<file path="config.mk">
export PLATFORM = sky130hd
export DESIGN_NAME = spi_master
export DESIGN_NICKNAME = d
export VERILOG_FILES = /design/src/rtl/spi_master.sv
export SDC_FILE = /design/constraint.sdc
export NUM_CORES = 1
export LEC_CHECK = 0
export ABC_AREA = 1
export BUFFER_PORTS_ARGS = -buffer_cell sky130_fd_sc_hd__buf_2
export CAP_MARGIN = 0
export CORE_MARGIN = 1.5
export CORE_UTILIZATION = 49
export CTS_CLUSTER_DIAMETER = 60
export CTS_CLUSTER_SIZE = 12
export DETAILED_ROUTE_END_ITERATION = 10
export PLACE_DENSITY = 0.74
export SLEW_MARGIN = 0
export SYNTH_ARGS = -nofsm -noshare
export SYNTH_HDL_FRONTEND = slang
export SYNTH_SLANG_ARGS = --single-unit
</file>
<file path="constraint.sdc">
create_clock -name clk6x -period 1.6 [get_ports clk6x]
set_clock_uncertainty 0.05 [all_clocks]
set_input_delay 0.24 -clock clk6x [delete_from_list [all_inputs] [get_ports clk6x]]
set_output_delay 0.24 -clock clk6x [all_outputs]
set_load 0.005 [all_outputs]
</file>
<file path="src/rtl/spi_master.sv">
// Byte-oriented SPI master, mode 0, MSB first, with chip-select held across
// back-to-back bytes while cs_hold_i is high.
module spi_master #(
    parameter int unsigned CLKDIV   = 2,
    parameter int unsigned CS_SETUP = 2,
    parameter int unsigned CS_HOLD  = 2
) (
    input  logic       clk6x,
    input  logic       resetn,
    input  logic [7:0] tx_byte_i,
    input  logic       tx_valid_i,
    output logic       tx_ready_o,
    input  logic       cs_hold_i,
    output logic [7:0] rx_byte_o,
    output logic       rx_valid_o,
    output logic       busy_o,
    output logic       spi_sck_o,
    output logic       spi_mosi_o,
    input  logic       spi_miso_i,
    output logic       spi_csn_o
);

    localparam int unsigned DIV_W  = (CLKDIV > 1) ? $clog2(CLKDIV) : 1;
    localparam int unsigned CS_MAX = (CS_SETUP > CS_HOLD) ? CS_SETUP : CS_HOLD;
    localparam int unsigned CSC_W  = (CS_MAX > 1) ? $clog2(CS_MAX) : 1;

    typedef enum logic [2:0] {
        IDLE   = 3'd0,
        SETUP  = 3'd1,
        SHIFT  = 3'd2,
        ACTIVE = 3'd3,
        HOLD   = 3'd4
    } state_t;

    state_t             state;
    state_t             state_nxt;

    logic [DIV_W-1:0]   div_cnt;
    logic [DIV_W-1:0]   div_cnt_nxt;
    logic [2:0]         bit_cnt;
    logic [2:0]         bit_cnt_nxt;
    logic [CSC_W-1:0]   cs_cnt;
    logic [CSC_W-1:0]   cs_cnt_nxt;
    logic [7:0]         tx_shift;
    logic [7:0]         tx_shift_nxt;
    logic [7:0]         rx_shift;
    logic [7:0]         rx_shift_nxt;
    logic [7:0]         rx_byte_nxt;
    logic               rx_valid_nxt;
    logic               sck_nxt;
    logic               csn_nxt;
    logic               ready_nxt;
    logic               busy_nxt;

    logic               handshake;
    logic               div_last;
    logic               sck_rise;
    logic               sck_fall;
    logic               byte_done;
    logic               setup_done;
    logic               hold_done;

    // Transfer events decoded from the current registered state
    assign handshake  = tx_valid_i & tx_ready_o;
    assign div_last   = (div_cnt == DIV_W'(CLKDIV - 1));
    assign sck_rise   = (state == SHIFT) & div_last & ~spi_sck_o;
    assign sck_fall   = (state == SHIFT) & div_last & spi_sck_o;
    assign byte_done  = sck_fall & (bit_cnt == 3'd7);
    assign setup_done = (cs_cnt == CSC_W'(CS_SETUP - 1));
    assign hold_done  = (cs_cnt == CSC_W'(CS_HOLD - 1));

    // MOSI is the MSB of the transmit shift register, itself a flop
    assign spi_mosi_o = tx_shift[7];

    // State register
    always_ff @(posedge clk6x or negedge resetn) begin
        if (!resetn) begin
            state <= IDLE;
        end else begin
            state <= state_nxt;
        end
    end

    // Next-state logic; a handshake in ACTIVE takes priority over dropping CS
    always_comb begin
        state_nxt = state;
        case (state)
            IDLE:    if (handshake) state_nxt = SETUP;
            SETUP:   if (setup_done) state_nxt = SHIFT;
            SHIFT:   if (byte_done) state_nxt = ACTIVE;
            ACTIVE: begin
                if (handshake) begin
                    state_nxt = SHIFT;
                end else if (!cs_hold_i) begin
                    state_nxt = HOLD;
                end
            end
            HOLD:    if (hold_done) state_nxt = IDLE;
            default: state_nxt = IDLE;
        endcase
    end

    // Next values of counters, shift registers and registered outputs
    always_comb begin
        cs_cnt_nxt   = '0;
        div_cnt_nxt  = '0;
        bit_cnt_nxt  = '0;
        sck_nxt      = 1'b0;
        tx_shift_nxt = tx_shift;
        rx_shift_nxt = rx_shift;
        rx_byte_nxt  = rx_byte_o;
        rx_valid_nxt = 1'b0;
        csn_nxt      = (state_nxt == IDLE);
        ready_nxt    = (state_nxt == IDLE) || (state_nxt == ACTIVE);
        busy_nxt     = (state_nxt != IDLE);

        if ((state_nxt == state) && ((state == SETUP) || (state == HOLD))) begin
            cs_cnt_nxt = cs_cnt + CSC_W'(1);
        end

        if ((state == SHIFT) && (state_nxt == SHIFT)) begin
            div_cnt_nxt = div_last ? '0 : div_cnt + DIV_W'(1);
            sck_nxt     = div_last ? ~spi_sck_o : spi_sck_o;
            bit_cnt_nxt = sck_fall ? bit_cnt + 3'd1 : bit_cnt;
        end

        if (sck_rise) begin
            rx_shift_nxt = {rx_shift[6:0], spi_miso_i};
        end

        if (handshake) begin
            tx_shift_nxt = tx_byte_i;
        end else if (sck_fall && !byte_done) begin
            tx_shift_nxt = {tx_shift[6:0], 1'b0};
        end

        if (byte_done) begin
            rx_valid_nxt = 1'b1;
            rx_byte_nxt  = rx_shift;
        end
    end

    // Datapath and output registers; reset discards any partial byte
    always_ff @(posedge clk6x or negedge resetn) begin
        if (!resetn) begin
            cs_cnt     <= '0;
            div_cnt    <= '0;
            bit_cnt    <= '0;
            tx_shift   <= '0;
            rx_shift   <= '0;
            rx_byte_o  <= '0;
            rx_valid_o <= 1'b0;
            spi_sck_o  <= 1'b0;
            spi_csn_o  <= 1'b1;
            tx_ready_o <= 1'b1;
            busy_o     <= 1'b0;
        end else begin
            cs_cnt     <= cs_cnt_nxt;
            div_cnt    <= div_cnt_nxt;
            bit_cnt    <= bit_cnt_nxt;
            tx_shift   <= tx_shift_nxt;
            rx_shift   <= rx_shift_nxt;
            rx_byte_o  <= rx_byte_nxt;
            rx_valid_o <= rx_valid_nxt;
            spi_sck_o  <= sck_nxt;
            spi_csn_o  <= csn_nxt;
            tx_ready_o <= ready_nxt;
            busy_o     <= busy_nxt;
        end
    end

endmodule

</file>
# ---- Yosys cells after proc, flatten, opt, wreduce, memory -nomap -nowiden
# Index checks and enable logic that the tools add are counted.
dict set report op_classes {
  eq_ne 10
  bitwise 6
  addsub 3
  n_reduce_logical 10
  muxes 17
}
# operator count
set op_table {}
lappend op_table {{$mux 3} 8}
lappend op_table {{$mux 8} 2}
lappend op_table {{$pmux 3 s5} 1}
lappend op_table {{$eq 3x2->1 const B} 4}
lappend op_table {{$eq 3x3->1 const B} 2}
lappend op_table {{$logic_not 3->1} 2}
lappend op_table {{$mux 1} 6}
lappend op_table {{$and 1x1->1} 5}
lappend op_table {{$ne 2x2->1 const B} 2}
lappend op_table {{$add 3x1->3 const B} 1}
lappend op_table {{$eq 3x1->1 const B} 1}
lappend op_table {{$eq 3x3->1} 1}
lappend op_table {{$logic_and 1x1->1} 3}
lappend op_table {{$reduce_bool 3->1} 1}
lappend op_table {{$add 1x1->1 const B} 2}
lappend op_table {{$logic_or 1x1->1} 2}
lappend op_table {{$reduce_bool 2->1} 1}
lappend op_table {{$logic_not 1->1} 1}
lappend op_table {{$not 1->1} 1}
dict set report word_totals {
  wordCells 58
  reg_bits 37
  output_inout_bits 14
}

# ---- Longest topological paths before layout
dict set report logic_depth {
  word_depth 9
  mapped_depth 9
}

# ---- Worst setup path before layout
# No wires, ideal clock.
dict set report synth_path {
  path_type {reg2reg}
  startpoint {reg state[2]}
  endpoint {reg tx_shift[0]}
  synth_period_minus_slack_ns 1.523
  n_path_buf 1
  setup_ns 0.126
  t_arrival_ns 1.347
  path_slack_ns 0.077
  path_stages_with_launch 6
  cell_sequence {dfrtp_1 nor3_4 nand3_2 o21ai_4 buf_6 o21ai_0}
}
dict set report synth_between {
  elab_chain_len 7
}
# item line_no
set synth_lines {}
lappend synth_lines {{from (decl)} 35} ;# state_t state;
lappend synth_lines {{from (signal assigned)} 80} ;# state <= state_nxt;
lappend synth_lines {{$eq 3x2->1 (*)} 67} ;# assign sck_fall = (state == SHIFT) & div_last & spi_sck_o;
lappend synth_lines {{$and 1x1->1 (*) (2 in a row)} 67}
lappend synth_lines {{$and 1x1->1} 68} ;# assign byte_done = sck_fall & (bit_cnt == 3'd7);
lappend synth_lines {{$logic_not 1->1} 133} ;# end else if (sck_fall && !byte_done) begin
lappend synth_lines {{$logic_and 1x1->1 (*)} 133}
lappend synth_lines {{$reduce_bool 2->1 (no line) (*)} -}
lappend synth_lines {{to (signal assigned)} 161} ;# tx_shift <= tx_shift_nxt;
lappend synth_lines {{to (decl)} 44} ;# logic [7:0] tx_shift;
# Mark *: on every way between the ends. The rest lies on a longest branch, timed or not.
# A chain may end at the register's enable or synchronous reset.

# ---- Worst setup path after layout
dict set report layout_path {
  startpoint {reg bit_cnt[0]}
  endpoint {reg rx_byte_o[7]}
}
dict set report layout_between {
  elab_chain_len 2
}
# item line_no
set layout_lines {}
lappend layout_lines {{from (decl)} 40} ;# logic [2:0] bit_cnt;
lappend layout_lines {{from (signal assigned)} 160} ;# bit_cnt <= bit_cnt_nxt;
lappend layout_lines {{$eq 3x3->1} 68}
lappend layout_lines {{$and 1x1->1} 68}
lappend layout_lines {{net byte_done} 59} ;# logic byte_done;
lappend layout_lines {{to (signal assigned)} 163} ;# rx_byte_o <= rx_byte_nxt;
lappend layout_lines {{to (decl)} 14} ;# output logic [7:0] rx_byte_o,
# The timed path passes the listed nets, and every way through them passes these cells.

==> results.json <==
{
  "synth_mux_area_share_pct": 0.7103,
  "cp_top_family": "adder cells",
  "ant_nets": 0,
  "busiest_layer": "met2",
  "area_growth_pct": 24.31,
  "wl_per_cell_um": 11.26,
  "rows": 20,
  "dr_total_vias": 1258,
  "p_leak_nw": 1.034,
  "clock_latency_ns": 0.35,
  "cts_root_buffer": "clkbuf_4",
  "drc_errors": 0,
  "synth_fp_nets": 190,
  "dp_slack_ns": 0.02052,
  "r2r-end": "rx_byte_o[7]",
  "endpoint_kind": "register",
  "slew_violations": 0,
  "crit_start": "bit_cnt[0]",
  "cap_violations": 0,
  "die_area_um2": 3586,
  "max_stage_delay_ns": 0.41,
  "grt.met2_usage_pct": 33.23,
  "synthAdderAreaFrac_pct": 1.579,
  "rr_startpoint": "bit_cnt[0]",
  "r2r_cells": 7,
  "reg2reg_slack_ns": 0.10,
  "multi_input_area_um2": 570.5,
  "num-fill-cells": 276,
  "ys_warn_count": 0,
  "cp_data_arrival_time_ns": 1.69,
  "fin_crit_sh_pct": 93.53,
  "hold_viol_final": 0,
  "max_freq_ghz": 0.6682,
  "synth_edf_count": 0,
  "yosysTopAreaCellShare_pct": 55.25,
  "instances_no_fill": 262,
  "worstPathMaxFanout": 13,
  "final_nets": 232,
  "cp_num_cells": 7,
  "synth_simple_gate_area_share_pct": 20.76,
  "criticalPathCategory": "reg2reg",
  "synth_top_family_by_area": "simple AND/OR/NAND/NOR gates",
  "start_util_pct": 51.93,
  "regArea_um2": 928.4,
  "yosysTopAreaCell": "dfrtp_1",
  "grt_overflow_total": 0,
  "place.gp.congestion": 0.7881,
  "grt_pass1_wl_um": 5064,
  "synth_commonest_cells": "nand2_1 (49), dfrtp_1 (35), inv_1 (21), o21ai_0 (21), nor2_1 (14)",
  "grt_use_met1_pct": 22.14,
  "syn-cell-area_um2": 1585,
  "drive_above_1_share_pct": 26.61,
  "setup_slack_ns": 0.1035,
  "cp-start-kind": "register",
  "ioPinCount": 27,
  "powerDensity_nw_per_um2": 1398,
  "clk_path_buf_depth": 2,
  "clk_pin_slew_ns": 0.10,
  "relSlewSlack_pct": 77.19,
  "synth-xor-area-share_pct": 0.5525,
  "antenna_found_initial": 0,
  "cts_made_buffers": 5,
  "core_area_um2": 3053,
  "htree_levels": 2,
  "track_usage_pct": 19.37,
  "synth-seq-cells": 37,
  "crit_end": "rx_byte_o[7]",
  "synth_compound_area_share_pct": 10.97,
  "drt_pass1_iterations": 5,
  "dp_hpwl_um": 2105,
  "clkSinkCount": 37,
  "synth-async-reset-ratio_pct": 100.0,
  "period_minus_slack_ns": 1.496,
  "hp-class": "in2reg",
  "routed_via_density": 4.802,
  "slowest_stage": "dfrtp_1",
  "cp.buffers_inverters": 2,
  "ys.flop_type": "dfrtp_1",
  "numPlacedInstances": 248,
  "crit_path_cell_trace": "ha_1, ha_1, nand4_4, buf_12, inv_1, nand2_1, nand2_1",
  "setup_viol": 0,
  "postSynthAreaPerCell_um2": 9.059,
  "synth.distinct_cells": 24,
  "cts_tree": "built",
  "initialDrtViolationCount": 49,
  "numPortBuffers": 26,
  "grt_use_met3_pct": 7.576,
  "die_h_um": 59.88,
  "die_w_um": 59.88,
  "required_ns": 1.79,
  "status": "finished, final reports clean",
  "synthTopCellsByArea": "dfrtp_1 (55%), nand2_1 (12%), o21ai_0 (6.6%), inv_1 (5.0%), dfstp_2 (3.3%)",
  "seq_area_frac_synth_pct": 58.56,
  "wl_um": 2949,
  "ir_worst_vdd_uv": 823.6,
  "worstMarginPinSlew_ns": 0.3422,
  "n_antenna_cell": 0,
  "netlist_instances": 175,
  "synth.most_common_cell": "nand2_1",
  "grt_pass1_vias": 1247,
  "grt_max_degree": 38
}
-- per-stage QoR --
stage / hold slack, ns / TNS, ns / power [mW] / area [um2] / utilization [%]
floorplan: -0.1056 / 0 / 1.897 / 1585 / -
global placement: 0.1670 / 0 / 2.123 / 1829 / 59.92
detailed placement: 0.1704 / 0 / 2.169 / 1829 / 59.92
CTS: 0.07140 / 0 / 2.669 / 1914 / 62.70
global route: 0.07198 / -0.03714 / 3.004 / 1971 / 64.55
finish: 0.08165 / 0 / 2.755 / 1971 / 64.55
-- kinds of logic (layout without fill, tap and decap cells) --
group,count (synthesis),count (layout)
simple gates,75,75
flops,37,37
compound gates,32,32
buf+inv,27,70
fa+ha+maj,2,2
xor+xnor,1,1
mux,1,1
-- report_power, final --
group          switching, mW  internal (mW)  leakage, nW
clock                  0.306          0.166       0.0310
sequential             0.150           1.21        0.485
combinational          0.531          0.396        0.518
total                  0.988           1.77         1.03
-- registers in the layout, indices dropped and copies added (netlist names), 3 cells and up --
| register | cells |
|---|---|
| bit_cnt | 3 |
| rx_byte_o | 8 |
| tx_shift | 8 |
| rx_shift | 8 |
| state | 3 |
-- how the worst min path moves through the flow --
| stage | cells after the start | slack (ns) | endpoint | startpoint |
|---|---|---|---|---|
| 6_report | 2 | 0.08 | rx_shift[0] | spi_miso_i |
| 5_1_grt | 2 | 0.07 | rx_shift[0] | spi_miso_i |
| 4_1_cts | 2 | 0.07 | rx_shift[0] | spi_miso_i |
| 3_5_place_dp | 2 | 0.17 | tx_shift[1] | resetn |
| 3_3_place_gp | 2 | 0.17 | tx_shift[1] | resetn |
| 2_1_floorplan | 0 | -0.11 | bit_cnt[0] | resetn |
-- final cells by class --
class                           instances  area share (%)
Sequential cell                        37           47.11
Multi-Input combinational cell        111           28.95
Timing Repair Buffer                   40           14.16
Inverter                               22           4.190
Tap cell                               44           2.794
Clock buffer                            5           1.905
Clock inverter                          3          0.8889
-- what timing repair did --
action | 4_1_cts | 5_1_grt
setup buffers | 1 | 4
gates resized for setup | 0 | 6
endpoints found under the hold margin | 35 | 0
hold buffers | 1 | 0
gates cloned | 0 | 0
endpoints found under the setup margin | 2 | 22
pin swaps | 1 | 5
-- cells in the final DEF (no fill, tap or decap) --
cell type       n
a21oi_1         7
a21oi_2         1
buf_12          3
buf_2          26
buf_4           9
buf_6           1
clkbuf_4        5
clkinv_2        2
clkinvlp_4      1
dfrtp_1        35
dfstp_2         2
dlygate4sd3_1   1
ha_1            2
inv_1          21
inv_2           1
mux2_2          1
nand2_1        48
nand2_2         1
nand3_1         4
nand3_4         1
nand3b_2        1
nand4_1         2
nand4_4         1
nor2_1         14
nor3_1          2
nor3_4          1
o21a_1          1
o21ai_0        20
o21ai_1         2
o21ai_4         1
xor2_1          1
-- layer usage --
metal | vias to the layer above | routed length (um)
li1 | 640 | -
met1 | 585 | 1388
met2 | 28 | 1374
met3 | 5 | 149
met4 | 0 | 36
met5 | - | 0
Power figures use the tool's default switching activity.
